==> config.mk <==
export PLATFORM = sky130hd
export DESIGN_NAME = fence_t_uarch_ctrl
export DESIGN_NICKNAME = d
export VERILOG_FILES = /design/src/rtl/fence_t_uarch_ctrl_pkg.sv /design/src/rtl/fence_t_uarch_ctrl_counter.sv /design/src/rtl/fence_t_uarch_ctrl.sv
export SDC_FILE = /design/constraint.sdc
export NUM_CORES = 1
export LEC_CHECK = 0
export CORE_MARGIN = 2
export CORE_UTILIZATION = 51
export DETAILED_ROUTE_END_ITERATION = 10
export PLACE_DENSITY = 0.88
export SETUP_SLACK_MARGIN = 0.1
export SYNTH_ARGS = -nofsm -noshare
export SYNTH_HDL_FRONTEND = slang
export SYNTH_HIERARCHICAL = 1
export SYNTH_SLANG_ARGS = --single-unit
==> constraint.sdc <==
create_clock -name clk_i -period 16.6 [get_ports clk_i]
set_input_delay 3.32 -clock clk_i [delete_from_list [all_inputs] [get_ports clk_i]]
set_output_delay 3.32 -clock clk_i [all_outputs]
set_load 0.005 [all_outputs]
==> src/rtl/fence_t_uarch_ctrl_pkg.sv <==
// Shared types and helpers for the fence.t micro-architectural reset controller.
// Latency: n/a (types only). Backpressure: n/a.
package fence_t_uarch_ctrl_pkg;

    localparam int unsigned VLEN = 64;

    typedef enum logic [1:0] {
        IDLE,
        FLUSH,
        WAIT,
        RST_UARCH
    } fence_t_state_e;

    // Width of an index/counter covering n values, never narrower than one bit.
    function automatic int unsigned idx_width(input int unsigned n);
        return (n > 1) ? $clog2(n) : 1;
    endfunction

endpackage

==> src/rtl/fence_t_uarch_ctrl_counter.sv <==
// Loadable up/down counter; load has priority over the count enable.
// Latency: new value visible one cycle after load/enable. Backpressure: none.
module fence_t_uarch_ctrl_counter #(
    parameter int unsigned WIDTH = 4
) (
    input  logic             clk_i,
    input  logic             rst_i,
    input  logic             en_i,
    input  logic             load_i,
    input  logic             down_i,
    input  logic [WIDTH-1:0] d_i,
    output logic [WIDTH-1:0] q_o
);

    logic [WIDTH-1:0] cnt_q, cnt_d;

    always_comb begin
        cnt_d = cnt_q;
        if (load_i) begin
            cnt_d = d_i;
        end else if (en_i) begin
            cnt_d = down_i ? (cnt_q - WIDTH'(1)) : (cnt_q + WIDTH'(1));
        end
    end

    always_ff @(posedge clk_i) begin
        if (rst_i) begin
            cnt_q <= '0;
        end else begin
            cnt_q <= cnt_d;
        end
    end

    assign q_o = cnt_q;

endmodule

==> src/rtl/fence_t_uarch_ctrl.sv <==
// fence.t sequencer: per-channel flush handshake, pad to timing event, timed uarch clear.
// Latency: flush_req one cycle after fence_t_i; outputs registered. Backpressure: halts commit while busy.
// Optional ceiling capture (ceil_o/ceil_valid_o) enabled by FENCE_T_CEIL_EN.
module fence_t_uarch_ctrl
    import fence_t_uarch_ctrl_pkg::*;
#(
    parameter int unsigned NrChannels     = 2,
    parameter int unsigned NrPadSrc       = 2,
    parameter int unsigned CntWidth       = 32,
    parameter int unsigned ClrCycles      = 16,
    parameter int unsigned InitHoldCycles = 3,
    parameter int unsigned AddrWidth      = VLEN
) (
    input  logic                           clk_i,
    input  logic                           rst_i,
    input  logic                           fence_t_i,
    input  logic [AddrWidth-1:0]           pc_commit_i,
    input  logic [AddrWidth-1:0]           boot_addr_i,
    output logic [AddrWidth-1:0]           rst_addr_o,
    output logic [NrChannels-1:0]          flush_req_o,
    input  logic [NrChannels-1:0]          flush_ack_i,
    input  logic [NrChannels-1:0]          busy_i,
    input  logic [CntWidth-1:0]            pad_i,
    input  logic [idx_width(NrPadSrc)-1:0] pad_src_sel_i,
    input  logic [NrPadSrc-1:0]            pad_evt_i,
    output logic                           halt_o,
    output logic                           uarch_clr_o,
    output logic                           init_hold_o,
    output logic [CntWidth-1:0]            ceil_o,
    output logic                           ceil_valid_o,
    output logic                           done_o
);

    localparam int unsigned SelW  = idx_width(NrPadSrc);
    localparam int unsigned ClrW  = idx_width(ClrCycles);
    localparam int unsigned HoldW = InitHoldCycles + 1;
    localparam logic [ClrW-1:0] ClrLast = ClrW'(ClrCycles - 1);

    fence_t_state_e         state_q, state_d;
    logic [NrChannels-1:0]  ack_q, ack_d;
    logic [ClrW-1:0]        clr_cnt_q, clr_cnt_d;
    logic [HoldW-1:0]       hold_q, hold_d;
    logic [AddrWidth-1:0]   rst_addr_q, rst_addr_d;
    logic [NrPadSrc-1:0]    evt_q, evt_d;

    logic [CntWidth-1:0]    pad_cnt;
    logic [SelW-1:0]        sel_eff;
    logic                   pad_load;
    logic                   all_acked;

    // Pad trigger: edge detect on every source, then pick the selected one.
    assign evt_d   = pad_evt_i;
    assign sel_eff = (32'(pad_src_sel_i) < NrPadSrc) ? pad_src_sel_i : '0;

    always_comb begin
        pad_load = 1'b0;
        for (int i = 0; i < NrPadSrc; i++) begin
            if (sel_eff == SelW'(i)) begin
                pad_load = pad_evt_i[i] & ~evt_q[i];
            end
        end
    end

    fence_t_uarch_ctrl_counter #(
        .WIDTH (CntWidth)
    ) i_pad_cnt (
        .clk_i  (clk_i),
        .rst_i  (rst_i),
        .en_i   (|pad_cnt),
        .load_i (pad_load),
        .down_i (1'b1),
        .d_i    (pad_i),
        .q_o    (pad_cnt)
    );

    assign all_acked = &(ack_q | flush_ack_i);

    always_comb begin
        state_d    = state_q;
        ack_d      = ack_q;
        clr_cnt_d  = clr_cnt_q;
        rst_addr_d = rst_addr_q;
        unique case (state_q)
            IDLE: begin
                if (fence_t_i) begin
                    state_d    = FLUSH;
                    rst_addr_d = pc_commit_i + AddrWidth'(4);
                end
            end
            FLUSH: begin
                ack_d = ack_q | flush_ack_i;
                if (all_acked) begin
                    state_d = WAIT;
                end
            end
            WAIT: begin
                if ((busy_i == '0) && (pad_cnt == '0)) begin
                    state_d = RST_UARCH;
                    ack_d   = '0;
                end
            end
            RST_UARCH: begin
                if (clr_cnt_q == ClrLast) begin
                    state_d   = IDLE;
                    clr_cnt_d = '0;
                end else begin
                    clr_cnt_d = clr_cnt_q + ClrW'(1);
                end
            end
            default: state_d = IDLE;
        endcase
    end

    // Refilled while clearing; the trailing ones give the post-clear hold window.
    assign hold_d = (state_d == RST_UARCH) ? '1 : (hold_q << 1);

    always_ff @(posedge clk_i) begin
        if (rst_i) begin
            state_q    <= IDLE;
            ack_q      <= '0;
            clr_cnt_q  <= '0;
            hold_q     <= '0;
            rst_addr_q <= boot_addr_i;
            evt_q      <= '0;
        end else begin
            state_q    <= state_d;
            ack_q      <= ack_d;
            clr_cnt_q  <= clr_cnt_d;
            hold_q     <= hold_d;
            rst_addr_q <= rst_addr_d;
            evt_q      <= evt_d;
        end
    end

    assign rst_addr_o  = rst_addr_q;
    assign flush_req_o = (state_q == FLUSH) ? ~ack_q : '0;
    assign halt_o      = (state_q != IDLE);
    assign uarch_clr_o = (state_q == RST_UARCH);
    assign done_o      = (state_q == RST_UARCH) && (clr_cnt_q == ClrLast);
    assign init_hold_o = |hold_q;

`ifdef FENCE_T_CEIL_EN
    logic [CntWidth-1:0] ceil_q, ceil_d;
    logic                ceil_valid_q, ceil_valid_d;
    logic                flush_done;

    // Ceiling = pad cycles already elapsed when the last ack lands.
    assign flush_done   = (state_q == FLUSH) && all_acked;
    assign ceil_valid_d = flush_done;

    always_comb begin
        ceil_d = ceil_q;
        if (flush_done) begin
            ceil_d = (pad_cnt == '0) ? '0 : (pad_i - pad_cnt);
        end
    end

    always_ff @(posedge clk_i) begin
        if (rst_i) begin
            ceil_q       <= '0;
            ceil_valid_q <= 1'b0;
        end else begin
            ceil_q       <= ceil_d;
            ceil_valid_q <= ceil_valid_d;
        end
    end

    assign ceil_o       = ceil_q;
    assign ceil_valid_o = ceil_valid_q;
`else
    assign ceil_o       = '0;
    assign ceil_valid_o = 1'b0;
`endif

endmodule

Word-level counts from Yosys, hierarchy flattened

Cells that the tools add are included.

Logic and storage cells: 53
Bits of input ports: 170
Register bits after elaboration: 110
Output and inout bits: 103

Bitwise operators: 6
Add/sub/neg operators: 3
Muxes and demuxes: 16
Reductions and logical operators: 15
Equality and inequality tests: 6

Operators with widths:

| operator                                           | count |
|---|---|
| 2-to-1 mux 64 bit                                  | 3 |
| adder 64 x 3 -> 64 bit, second input constant      | 1 |
| 2-to-1 mux 32 bit                                  | 2 |
| logical NOT 32 bit                                 | 1 |
| OR reduction 32 bit                                | 1 |
| subtractor 32 x 1 -> 32 bit, second input constant | 1 |
| 2-to-1 mux 2 bit                                   | 6 |
| nonzero test 2 bit                                 | 5 |
| 2-to-1 mux 4 bit                                   | 2 |
| case mux 2 bit (4 select lines)                    | 1 |
| == test 2 bit, second input constant               | 3 |
| AND reduction 2 bit                                | 3 |
| adder 4 x 1 -> 4 bit, second input constant        | 1 |
| == test 4 bit, second input constant               | 1 |
| logical NOT 2 bit                                  | 2 |
| case mux 2 bit (2 select lines)                    | 1 |
| OR reduction 4 bit                                 | 1 |
| AND 1 bit                                          | 2 |
| == test 2 x 1 -> 1 bit, second input constant      | 1 |
| logical AND 1 bit                                  | 2 |
| inequality test 2 bit, second input constant       | 1 |
| NOT 1 bit                                          | 2 |
| NOT 2 bit                                          | 1 |
| OR 2 bit                                           | 1 |
| 2-to-1 mux 1 bit                                   | 1 |

Longest topological paths before layout

Gate-level depths: netlist (run 1).

Word-level depth: 6
Depth in mapped cells: 12
Mapped depth without buffers: 11

By module

The synthesis (run 1) kept the hierarchy.

Modules (own cells, without submodules):

| module                     | seq. area each (um^2) | times used | cells each | area an instance (um^2) |
|---|---|---|---|---|
| fence_t_uarch_ctrl         | 2202.1                | 1          | 551        | 5002.3 |
| fence_t_uarch_ctrl_counter | 640.6                 | 1          | 418        | 3046.7 |

Worst setup path before layout (run 1)

No wires, ideal clock.

Path kind: input-to-reg
Start: input fence_t_i
End: register rst_addr_q[0] (netlist: rst_addr_o[0]) (enable)
Path slack: 8.171 ns
Required time: 16.026 ns
Path buffers: 0
Library setup time: 0.574 ns
Data arrival time: 7.855 ns
Stages: 2
Cells stage by stage: inv_1 o21ai_0

Cells in the longest elaborated chain, start to end: 2

RTL lines:

| element                       | RTL line                  | text |
|---|---|---|
| from (decl)                   | fence_t_uarch_ctrl.sv:16  | `input logic fence_t_i,` |
| nonzero test 2 bit (no line)  | --                        |  |
| AND reduction 2 bit (no line) | --                        |  |
| to (signal assigned)          | fence_t_uarch_ctrl.sv:123 | `rst_addr_q <= boot_addr_i;` |
| to (signal assigned)          | fence_t_uarch_ctrl.sv:130 | `rst_addr_q <= rst_addr_d;` |
| to (decl)                     | fence_t_uarch_ctrl.sv:43  | `logic [AddrWidth-1:0] rst_addr_q, rst_addr_d;` |

Every way passes these cells.
A chain may end at the register's enable or synchronous reset.

Worst setup path in the final report (run 1)

Start: input pc_commit_i[18]
End: register rst_addr_q[55] (netlist: rst_addr_o[55]), data pin

Cells in the longest elaborated chain, start to end: 4

RTL lines:

| element                | RTL line                  | text |
|---|---|---|
| from (decl)            | fence_t_uarch_ctrl.sv:17  | `input logic [AddrWidth-1:0] pc_commit_i,` |
| adder 64 x 3 -> 64 bit | fence_t_uarch_ctrl.sv:87  | `rst_addr_d = pc_commit_i + AddrWidth'(4);` |
| 2-to-1 mux 64 bit      | fence_t_uarch_ctrl.sv:85  | `if (fence_t_i) begin` |
| 2-to-1 mux 64 bit      | fence_t_uarch_ctrl.sv:83  | `unique case (state_q)` |
| 2-to-1 mux 64 bit      | fence_t_uarch_ctrl.sv:118 | `if (rst_i) begin` |

Every way passes these cells. The select of a mux whose other input is x is not followed.

==> results of run 1 <==
[layer usage]
layer | up-vias | wire length, um
met5 | - | 0
met4 | 0 | 925
met3 | 62 | 2190
met2 | 408 | 12000
met1 | 3944 | 9680
li1 | 3992 | -
[path summary, 6_finish.rpt]
| path | to | cells past startpoint |
|---|---|---|
| worst min register to register | hold_q[3]$_SDFF_PP0_ | 2 |
| worst max register to register | i_pad_cnt/q_o[28]$_SDFFE_PP0P_ | 7 |
| worst min-delay path | hold_q[3]$_SDFF_PP0_ | 2 |
| worst max-delay path | rst_addr_o[55]$_DFFE_PP_ | 6 |
[where the power goes]
group / internal [W] / switching (W)
Combinational: 0.000169 / 0.000181
Sequential: 0.000329 / 0.0000235
Clock: 0.000102 / 0.000106
Total: 0.000600 / 0.000311
[critical path: cells and delay by family]
| family | cells | cell delay [ns] |
|---|---|---|
| AND/OR/NAND/NOR | 5 | 2.60 |
| buffers and inverters | 1 | 0.54 |
[cell type report]
class	instances	area, um2	share of cell area [%]
Inverter	27	101	0.935
Clock inverter	7	48.8	0.450
Timing Repair Buffer	243	2420	22.3
Multi-Input combinational cell	814	4930	45.5
Clock buffer	9	225	2.08
Antenna cell	1	2.50	0.0231
Tap cell	211	264	2.44
Sequential cell	110	2840	26.2
[synth_stat cells, drive strengths merged (4+ instances only)]
| library cell | n | share of area, % |
|---|---|---|
| nand2 | 118 | 5.5 |
| a21oi | 75 | 4.7 |
| o21ai | 73 | 4.5 |
| edfxtp | 64 | 24 |
| nor2 | 55 | 2.6 |
| dfxtp | 46 | 11 |
| buf | 43 | 3.6 |
| nand4 | 40 | 3.2 |
| clkbuf | 38 | 1.8 |
| nand3 | 35 | 2.2 |
| xnor2 | 34 | 3.7 |
| ha | 32 | 5.0 |
| nor4 | 28 | 2.2 |
| xor2 | 28 | 3.0 |
| inv | 26 | 1.2 |
| nor3 | 25 | 1.6 |
| nor2b | 23 | 1.8 |
| and4 | 17 | 1.9 |
| or4 | 13 | 1.3 |
| nor3b | 12 | 1.1 |
| o211ai | 12 | 1.1 |
| a31oi | 10 | 0.78 |
| and3 | 10 | 0.78 |
| a221o | 8 | 0.99 |
| a21o | 7 | 0.65 |
| a221oi | 7 | 0.76 |
| and2 | 7 | 0.54 |
| o22ai | 7 | 0.54 |
| or3 | 7 | 0.54 |
| a211oi | 6 | 0.56 |
| a22oi | 6 | 0.56 |
| mux2i | 6 | 0.75 |
| o21a | 5 | 0.47 |
| o21bai | 5 | 0.47 |
| a211o | 4 | 0.44 |
| mux2 | 4 | 0.56 |
| nand2b | 4 | 0.31 |
| o31ai | 4 | 0.37 |
[registers in the layout (all words and copies together), names as in the netlist]
register	cells
rst_addr_o	64
evt_q	2
clr_cnt_q	4
ack_q	2
state_q	2
hold_q	4
i_pad_cnt/q_o	32
[stage by stage]
step                utilization (%)  total power (W)  hold slack [ns]  setup WS [ns]
global route                   70.8         0.000962            0.475          10.08
global placement               69.0         0.000692            0.437          10.27
detailed placement             69.0         0.000700            0.440          10.11
floorplan                         -         0.000570            0.425           8.17
finish                         70.8         0.000911            0.448          10.35
CTS                            70.8         0.000909            0.451          10.48
[cell families (layout without fill, tap and decap cells)]
logic type | Yosys count | count (layout) | synth area share [%]
other cells | 2 | 66 | 0.0933
buf+inv | 108 | 286 | 6.61
simple gates | 404 | 404 | 26.5
compound gates | 240 | 240 | 18.2
xor+xnor | 62 | 62 | 6.75
mux | 10 | 10 | 1.31
flops | 110 | 110 | 35.3
fa+ha+maj | 33 | 33 | 5.22
==> qor.yml, run 1 <==
synth.cell_area_mm2: 0.00805
max-clock-path-buffers: 2
ir_worst_vdd_v: 0.0000543
leakage_nw: 4.03
timing_hold_violations_final: 0
root_buffer_cell: "clkbuf_16"
seq_area_frac_synth_pct: 35.3
use_met2_pct: 47.8
drt_wl_total_um: 24800
post_cts_resized: 0
drc_errors: 0
finalMaxSlewViolations: 0
global_route.usage.met3_pct: 6.94
critical_path.max_stage_delay_ns: 1.12
gp_congestion: 0.938
grt_first_pass_wirelength_um: 38000
fmax_ghz: 0.160
final-instance-count-excl-fill: 1422
rsz0062_at_grt: "no"
post_cts.repair.setup_buffers: 0
post-dp-hpwl_um: 18800
finalSetupTns_ns: 0
mapped_avg_cell_area_um2: 8.31
placeableCoreArea_mm2: 0.0153
tritoncts.num_buffers: 9
worstPathArrival_ns: 6.47
grt_start_max_net_pins: 110
timing.critical_path.mode_cell: "nand3_1"
die-area_mm2: 0.0168
instance_area_after_placement_mm2: 0.0106
floorplan.initialDensity_pct: 52.6
worstPathCellList: "clkdlybuf4s50_1, nand3_1, nor4_1, nand4_1, or3b_2, nand3_1"
die_height_um: 130
startpoint_type: "input port"
max-slew-margin-rel_pct: 13.4
yosys.cell_types.count: 64
min-delay-start: "hold_q[2]$_SDFF_PP0_"
synthesis.instances: 969
finish.net_count: 1408
max_slew.worst_pin.slew_ns: 1.29
io_pins: 273
clock_latency_ns: 0.36
crit_fanout: 7
power-per-cell-area_mw_per_mm2: 84.0
final.fill_count: 1254
timing.max_cap.violations: 0
number_of_antenna_violations_at_the_first_check_in_global_routing: 0
routedWlPerCell_um: 17.4
horizontal_die_dimension_um: 130
cts.sinks: 110
r2r_start: "i_pad_cnt/q_o[0]$_SDFFE_PP0P_"
grt_overflow: 0
finalInstanceArea_mm2: 0.0108
grt_most_used_layer: "met2"
criticalPathCategory: "in2reg"
setup-violations-final: 0
final_min_period_over_clock_period_pct: 37.6
synth.ff_latch_count: 110
commonest_register_cell_after_synthesis: "edfxtp_1"
antenna_violating_nets_post_route: 0
synth_warnings: 6
mostFrequentLayoutCell: "clkdlybuf4s50_1"
highest_count_cells_in_the_layout_ignoring_fill_and_taps: "238 x clkdlybuf4s50_1, 117 x nand2_1, 74 x a21oi_1"
post-place-cells: 1405
via_count: 8406
finalWorstPathRequiredPeriod_ns: 6.25
place.port_buffers: 239
clock_tree_from_tritoncts: "yes"
grt_util_met1_pct: 34.9
synth_async_sr_flop_share_pct: 0
drt_pre_antenna_iters: 5
clock-skew-final_ns: 0.00652
area_growth_pct: 34.6
drtIter0Drc: 712
crit_slowest_cell: "nor4_1"
total_routing_usage_gr_pct: 28.5
cts_hold_buffers: 0
ff2ff_setup_slack_ns: 13.33
clk_transition_reported_paths_ns: 0.08
first_global_vias: 7697
worst_ep_required_time_ns: 16.82
route.detailed.vias_per_inst: 5.91
holdCritPathClass: "reg2reg"
drive_gt1_share_pct: 3.14
crit_path_end_kind: "flop"
num_rows: 45
critical_path.startpoint: "pc_commit_i[18]"
outcome: "finished, final reports clean"
htreeDepth: 3
number_of_synthesized_flops_with_an_enable_pin: 64
Power figures use the tool's default switching activity.
==> run 2, diff against run 1 <==
--- a/config.mk
+++ b/config.mk
@@ -6,9 +6,9 @@
 export NUM_CORES = 1
 export LEC_CHECK = 0
 export CORE_MARGIN = 2
-export CORE_UTILIZATION = 51
+export CORE_UTILIZATION = 47
 export DETAILED_ROUTE_END_ITERATION = 10
-export PLACE_DENSITY = 0.88
+export PLACE_DENSITY = 0.82
 export SETUP_SLACK_MARGIN = 0.1
 export SYNTH_ARGS = -nofsm -noshare
 export SYNTH_HDL_FRONTEND = slang
==> constraint.sdc (replaced) <==
create_clock -name clk_i -period 5.95 [get_ports clk_i]
set_input_delay 1.19 -clock clk_i [delete_from_list [all_inputs] [get_ports clk_i]]
set_output_delay 1.19 -clock clk_i [all_outputs]
set_load 0.005 [all_outputs]
==> run 2 against run 1 <==
  * Clock-buffer cell count unchanged
  * Final cell count rose by 0.70%
  * First-iteration DRC count is 9.6% lower
  * Sequential cell count did not move
  * Non-clock buffer count grew 2
  * Largest power group unchanged
==> qor.yml, run 2 (same netlist as run 1, synthesis figures left out) <==
num_rows: 47  # was 45
area_growth_pct: 35.1  # was 34.6%
crit_fanout: 10  # was 7
max-clock-path-buffers: 2  # unchanged
leakage_nw: 4.06  # was 4.03 nW
rsz0062_at_grt: "no"  # unchanged
fin_util_pct: 65.4  # was 70.8%
cts_hold_buffers: 0  # unchanged
finalSetupTns_ns: 0  # unchanged
finish.net_count: 1410  # was 1408
criticalPathCategory: "in2reg"  # unchanged
cts.sinks: 110  # unchanged
placeableCoreArea_mm2: 0.0166  # was 0.0153 mm2
grt_start_max_net_pins: 88  # was 110
crit_path_end_kind: "flop"  # unchanged
hold_path_endpoint: "hold_q[3]$_SDFF_PP0_"  # unchanged
tritoncts.num_buffers: 9  # unchanged
drtIter0Drc: 644  # was 712
first_global_vias: 7751  # was 7697
ir_worst_vdd_v: 0.000151  # was 0.0000543 V
instance_area_after_placement_mm2: 0.0106  # about the same
clock_tree_from_tritoncts: "yes"  # unchanged
die_height_um: 135  # was 130 um
grt_first_pass_wirelength_um: 39000  # was 38000 um
min-delay-start: "hold_q[2]$_SDFF_PP0_"  # unchanged
worstRegToRegCells: 7  # unchanged
final_min_period_over_clock_period_pct: 65.1
cells_on_worst_hold_path: 2  # unchanged
timing_hold_violations_final: 0  # unchanged
drt_wl_total_um: 25000  # was 24800 um
timing.max_cap.violations: 0  # unchanged
antenna_violating_nets_post_route: 0  # unchanged
clk_transition_reported_paths_ns: 0.07  # was 0.08 ns
max_slew.worst_pin.slew_ns: 0.972  # was 1.29 ns
drive_gt1_share_pct: 3.22  # was 3.14%
rr_endpoint: "i_pad_cnt/q_o[28]$_SDFFE_PP0P_"  # unchanged
worstPathArrival_ns: 4.09  # was 6.47 ns
total_routing_usage_gr_pct: 27.0  # was 28.5%
place.port_buffers: 239  # unchanged
fmax_ghz: 0.258
outcome: "finished, final reports clean"  # unchanged
drt_pre_antenna_iters: 5  # unchanged
io_pins: 273  # unchanged
setup-violations-final: 0  # unchanged
worst_ep_required_time_ns: 6.17  # was 16.82 ns
floorplan.initialDensity_pct: 48.4  # was 52.6%
die-area_mm2: 0.0182  # was 0.0168 mm2
finalMaxSlewViolations: 0  # unchanged
ff2ff_setup_slack_ns: 2.63  # was 13.33 ns
gp_congestion: 0.939  # was 0.938
highest_count_cells_in_the_layout_ignoring_fill_and_taps: "238 x clkdlybuf4s50_1, 117 x nand2_1, 74 x a21oi_1"  # unchanged
r2r_start: "i_pad_cnt/q_o[0]$_SDFFE_PP0P_"  # unchanged
root_buffer_cell: "clkbuf_16"  # unchanged
fin_worst_hold_slack_ns: 0.453  # was 0.448 ns
startpoint_type: "input port"  # unchanged
holdCritPathClass: "reg2reg"  # unchanged
mostFrequentLayoutCell: "clkdlybuf4s50_1"  # unchanged
post_cts.repair.setup_buffers: 0  # unchanged
post-dp-hpwl_um: 19300  # was 18800 um
routedWlPerCell_um: 17.5  # was 17.4 um
route.detailed.vias_per_inst: 5.67  # was 5.91
post_cts_resized: 0  # unchanged
htreeDepth: 3  # unchanged
horizontal_die_dimension_um: 135  # was 130 um
finalInstanceArea_mm2: 0.0109  # was 0.0108 mm2
drc_errors: 0  # unchanged
grt_overflow: 0  # unchanged
via_count: 8116  # was 8406
power-per-cell-area_mw_per_mm2: 237  # was 84.0 mW/mm2
finalWorstPathRequiredPeriod_ns: 3.87
antenna_cells_inserted: 0  # was 1
clock-skew-final_ns: 0.00784  # was 0.00652 ns
largest_register_ffs: 64  # unchanged
number_of_antenna_violations_at_the_first_check_in_global_routing: 0  # unchanged
max-slew-margin-rel_pct: 34.7  # was 13.4%
final.fill_count: 1432  # was 1254
clock_latency_ns: 0.35  # was 0.36 ns
[run 2: per-layer routing]
metal  share of wire, %  global-route usage, %  vias to the layer above
met3                6.6                   5.52                       46
met2                 47                   44.7                      309
li1                   -                      -                     4001
met1                 43                   35.0                     3760
met5                  0                      0                        -
met4                2.7                   9.94                        0
[run 2: where the power goes]
part	switching (W)	internal [W]	leakage [nW]
clock	0.000294	0.000324	0.137
sequential	0.0000638	0.000918	1.03
combinational	0.000504	0.000470	2.89
total	0.000862	0.00171	4.06
[run 2: how the worst max path moves through the flow]
| stage | end | from | slack, ns | cells past startpoint |
|---|---|---|---|---|
| 3_5_place_dp | rst_addr_o[60]$_DFFE_PP_ | pc_commit_i[8] | 1.75 | 6 |
| 5_1_grt | rst_addr_o[60]$_DFFE_PP_ | pc_commit_i[18] | 2.02 | 6 |
| 4_1_cts | rst_addr_o[60]$_DFFE_PP_ | pc_commit_i[8] | 2.13 | 6 |
| 3_3_place_gp | rst_addr_o[60]$_DFFE_PP_ | pc_commit_i[8] | 1.79 | 6 |
| 6_report | rst_addr_o[60]$_DFFE_PP_ | pc_commit_i[8] | 2.08 | 6 |
| 2_1_floorplan | rst_addr_o[0]$_DFFE_PP_ | fence_t_i | 1.38 | 2 |
[run 2: metrics by stage]
stage                     setup WS [ns]  cells  power, W
final                              2.08   1432   0.00257
after global routing               2.02   1432   0.00273
after CTS                          2.13   1432   0.00258
after detailed placement           1.75   1416   0.00196
after global placement             1.79   1416   0.00194
after floorplan                    1.38   1032   0.00159
[run 2: final cells by class]
class                           count  area [um2]  share of cell area (%)
Clock inverter                      7        63.8                   0.587
Tap cell                          220         275                    2.53
Clock buffer                        9         225                    2.07
Timing Repair Buffer              245        2430                    22.4
Sequential cell                   110        2840                    26.1
Multi-Input combinational cell    814        4930                    45.4
Inverter                           27         101                   0.932
[run 2: critical path, stage by stage]
cell and delay (ns):
clkdlybuf4s50_1 0.58, nand4_2 0.19, or4_1 0.72, or4b_1 0.74, or4b_1 0.55, nand3_1 0.10
==> run 3, diff against run 2 <==
--- a/config.mk
+++ b/config.mk
@@ -6,9 +6,9 @@
 export NUM_CORES = 1
 export LEC_CHECK = 0
 export CORE_MARGIN = 2
-export CORE_UTILIZATION = 47
+export CORE_UTILIZATION = 42
 export DETAILED_ROUTE_END_ITERATION = 10
-export PLACE_DENSITY = 0.82
+export PLACE_DENSITY = 0.78
 export SETUP_SLACK_MARGIN = 0.1
 export SYNTH_ARGS = -nofsm -noshare
 export SYNTH_HDL_FRONTEND = slang
==> constraint.sdc (replaced) <==
create_clock -name clk_i -period 3.5 [get_ports clk_i]
set_input_delay 0.7 -clock clk_i [delete_from_list [all_inputs] [get_ports clk_i]]
set_output_delay 0.7 -clock clk_i [all_outputs]
set_load 0.005 [all_outputs]
==> run 3 against run 2 <==
  * Sequential share of layout area down 0.63 points
  * Total power increased by 74%
  * Design area up 2.5%
  * Critical path type unchanged
  * Routed wire length rose by 1.9%
  * First-iteration DRC count up 9.6%
  * Worst hold slack worse by 0.00051 ns
==> qor.yml, run 3 (same netlist as run 1, synthesis figures left out) <==
post_cts.repair.setup_buffers: 0  # unchanged
placeableCoreArea_mm2: 0.0188  # was 0.0166 mm2
final_min_period_over_clock_period_pct: 91.4
crit_path_end_kind: "flop"  # unchanged
drive_gt1_share_pct: 5.40  # was 3.22%
grt_first_pass_wirelength_um: 39500  # was 39000 um
mostFrequentLayoutCell: "clkdlybuf4s50_1"  # unchanged
power_switching_w: 0.00147  # was 0.000862 W
post-dp-hpwl_um: 19800  # was 19300 um
seqCellArea_mm2: 0.00284  # unchanged
tritoncts.num_buffers: 9  # unchanged
combinationalPowerShare_pct: 37.5  # was 37.8%
post-place-cells: 1458  # was 1416
instance_area_after_placement_mm2: 0.0108  # was 0.0106 mm2
drt_wl_total_um: 25500  # was 25000 um
io_pins: 273  # unchanged
criticalPathCategory: "in2reg"  # unchanged
power-per-cell-area_mw_per_mm2: 402  # was 237 mW/mm2
cts_hold_buffers: 0  # unchanged
timing_hold_violations_final: 0  # unchanged
clk_transition_reported_paths_ns: 0.07  # about the same
startpoint_type: "input port"  # unchanged
via_count: 8317  # was 8116
antenna_cells_inserted: 0  # unchanged
multi_input_comb_area_mm2: 0.00493  # unchanged
worst_ep_required_time_ns: 3.73  # was 6.17 ns
leakage_nw: 4.21  # was 4.06 nW
htreeDepth: 3  # unchanged
clock_tree_from_tritoncts: "yes"  # unchanged
num_rows: 50  # was 47
drt_pre_antenna_iters: 5  # unchanged
finalWorstPathRequiredPeriod_ns: 3.20
horizontal_die_dimension_um: 142  # was 135 um
floorplan.initialDensity_pct: 42.9  # was 48.4%
root_buffer_cell: "clkbuf_16"  # unchanged
final-instance-count-excl-fill: 1474  # was 1432
post_cts_resized: 0  # unchanged
seq_power_share_pct: 37.1  # was 38.1%
drtIter0Drc: 706  # was 644
ir_worst_vdd_v: 0.000213  # was 0.000151 V
power.clock.fraction_pct: 25.4  # was 24.0%
swShare_pct: 32.9  # was 33.5%
max-clock-path-buffers: 2  # unchanged
grt_overflow: 0  # unchanged
die_height_um: 142  # was 135 um
highest_count_cells_in_the_layout_ignoring_fill_and_taps: "238 x clkdlybuf4s50_1, 117 x nand2_1, 74 x a21oi_1"  # unchanged
grt_start_max_net_pins: 65  # was 88
fmax_ghz: 0.313
finalMaxSlewViolations: 0  # unchanged
crit_fanout: 7  # was 10
drc_errors: 0  # unchanged
outcome: "finished, final reports clean"  # unchanged
finalInstanceArea_mm2: 0.0111  # was 0.0109 mm2
area_growth_pct: 38.5  # was 35.1%
number_of_antenna_violations_at_the_first_check_in_global_routing: 0  # unchanged
worstPathArrival_ns: 3.42  # was 4.09 ns
max-slew-margin-rel_pct: 59.2  # was 34.7%
die-area_mm2: 0.0203  # was 0.0182 mm2
clock_latency_ns: 0.36  # was 0.35 ns
cts.sinks: 110  # unchanged
intPower_w: 0.00301  # was 0.00171 W
gp_congestion: 0.929  # was 0.939
timing.max_cap.violations: 0  # unchanged
clock-skew-final_ns: 0.0116  # was 0.00784 ns
place.port_buffers: 239  # unchanged
finish.net_count: 1438  # was 1410
first_global_vias: 7762  # was 7751
antenna_violating_nets_post_route: 0  # unchanged
route.detailed.vias_per_inst: 5.64  # was 5.67
setup-violations-final: 0  # unchanged
final.fill_count: 1664  # was 1432
max_slew.worst_pin.slew_ns: 0.606  # was 0.972 ns
holdCritPathClass: "reg2reg"  # unchanged
rsz0062_at_grt: "no"  # unchanged
total_routing_usage_gr_pct: 24.6  # was 27.0%
routedWlPerCell_um: 17.3  # was 17.5 um
largest_register_ffs: 64  # unchanged
run 3: changes by cell type in the layout (fill, tap and decap cells not counted):
cell        before  now
clkbuf_1         0    2
clkinvlp_2       1    0
clkinvlp_4       1    2
inv_6            1    0
buf_4            7   34
clkinv_4         0    1
clkinv_2         1    0
bufinv_16        1    2
clkinv_1         3    1
buf_12           0    1
run 3: metrics by stage:
stage / TNS, ns / total power [W] / utilization (%) / setup WS [ns] / hold slack (ns)
3_3_place_gp: -0.0261 / 0.00331 / 57.7 / -0.0124 / 0.435
2_1_floorplan: 0 / 0.00270 / - / 0.627 / 0.425
5_1_grt: 0 / 0.00475 / 59.4 / 0.212 / 0.477
6_report: 0 / 0.00448 / 59.4 / 0.302 / 0.453
4_1_cts: 0 / 0.00448 / 59.4 / 0.339 / 0.456
3_5_place_dp: -0.0909 / 0.00334 / 57.7 / -0.0388 / 0.446
run 3: final timing paths:
path	start	endpoint	slack [ns]	cells past startpoint
setup reg to reg	i_pad_cnt/q_o[0]$_SDFFE_PP0P_	i_pad_cnt/q_o[26]$_SDFFE_PP0P_	0.67	9
hold / removal	hold_q[2]$_SDFF_PP0_	hold_q[3]$_SDFF_PP0_	0.45	2
hold reg to reg	hold_q[2]$_SDFF_PP0_	hold_q[3]$_SDFF_PP0_	0.45	2
setup / recovery	pc_commit_i[8]	rst_addr_o[58]$_DFFE_PP_	0.30	7
run 3: worst max-delay path: stages:
cell             delay [ns]
clkdlybuf4s50_1        0.58
nand4_2                0.15
or4_1                  0.65
or4b_1                 0.65
buf_4                  0.20
or4_1                  0.39
nand3_1                0.09
run 3: power groups by stage:
stage,Clock (W),Combinational [W],Sequential [W]
finish,0.00114,0.00168,0.00166
global route,0.00120,0.00186,0.00168
CTS,0.00115,0.00166,0.00166
detailed placement,0,0.00165,0.00169
global placement,0,0.00163,0.00169
floorplan,0,0.00102,0.00168
run 3: per-layer routing:
| metal | GRT usage, % | routed length [um] | vias to the layer above | part of all wire [%] |
|---|---|---|---|---|
| met5 | 0 | 0 | - | 0 |
| met4 | 8.81 | 756 | 0 | 3.0 |
| met3 | 4.24 | 1730 | 48 | 6.8 |
| met2 | 42.0 | 12300 | 334 | 48 |
| met1 | 31.4 | 10700 | 3889 | 42 |
| li1 | - | - | 4046 | - |
run 3: area by class of cell:
| cell class | instances | area share (%) |
|---|---|---|
| inverters | 27 | 0.909 |
| multi-input cells | 814 | 44.3 |
| clock inverters | 5 | 0.752 |
| repair buffers | 273 | 23.8 |
| clock buffers | 11 | 2.09 |
| flip-flops and latches | 110 | 25.5 |
| well taps | 234 | 2.63 |
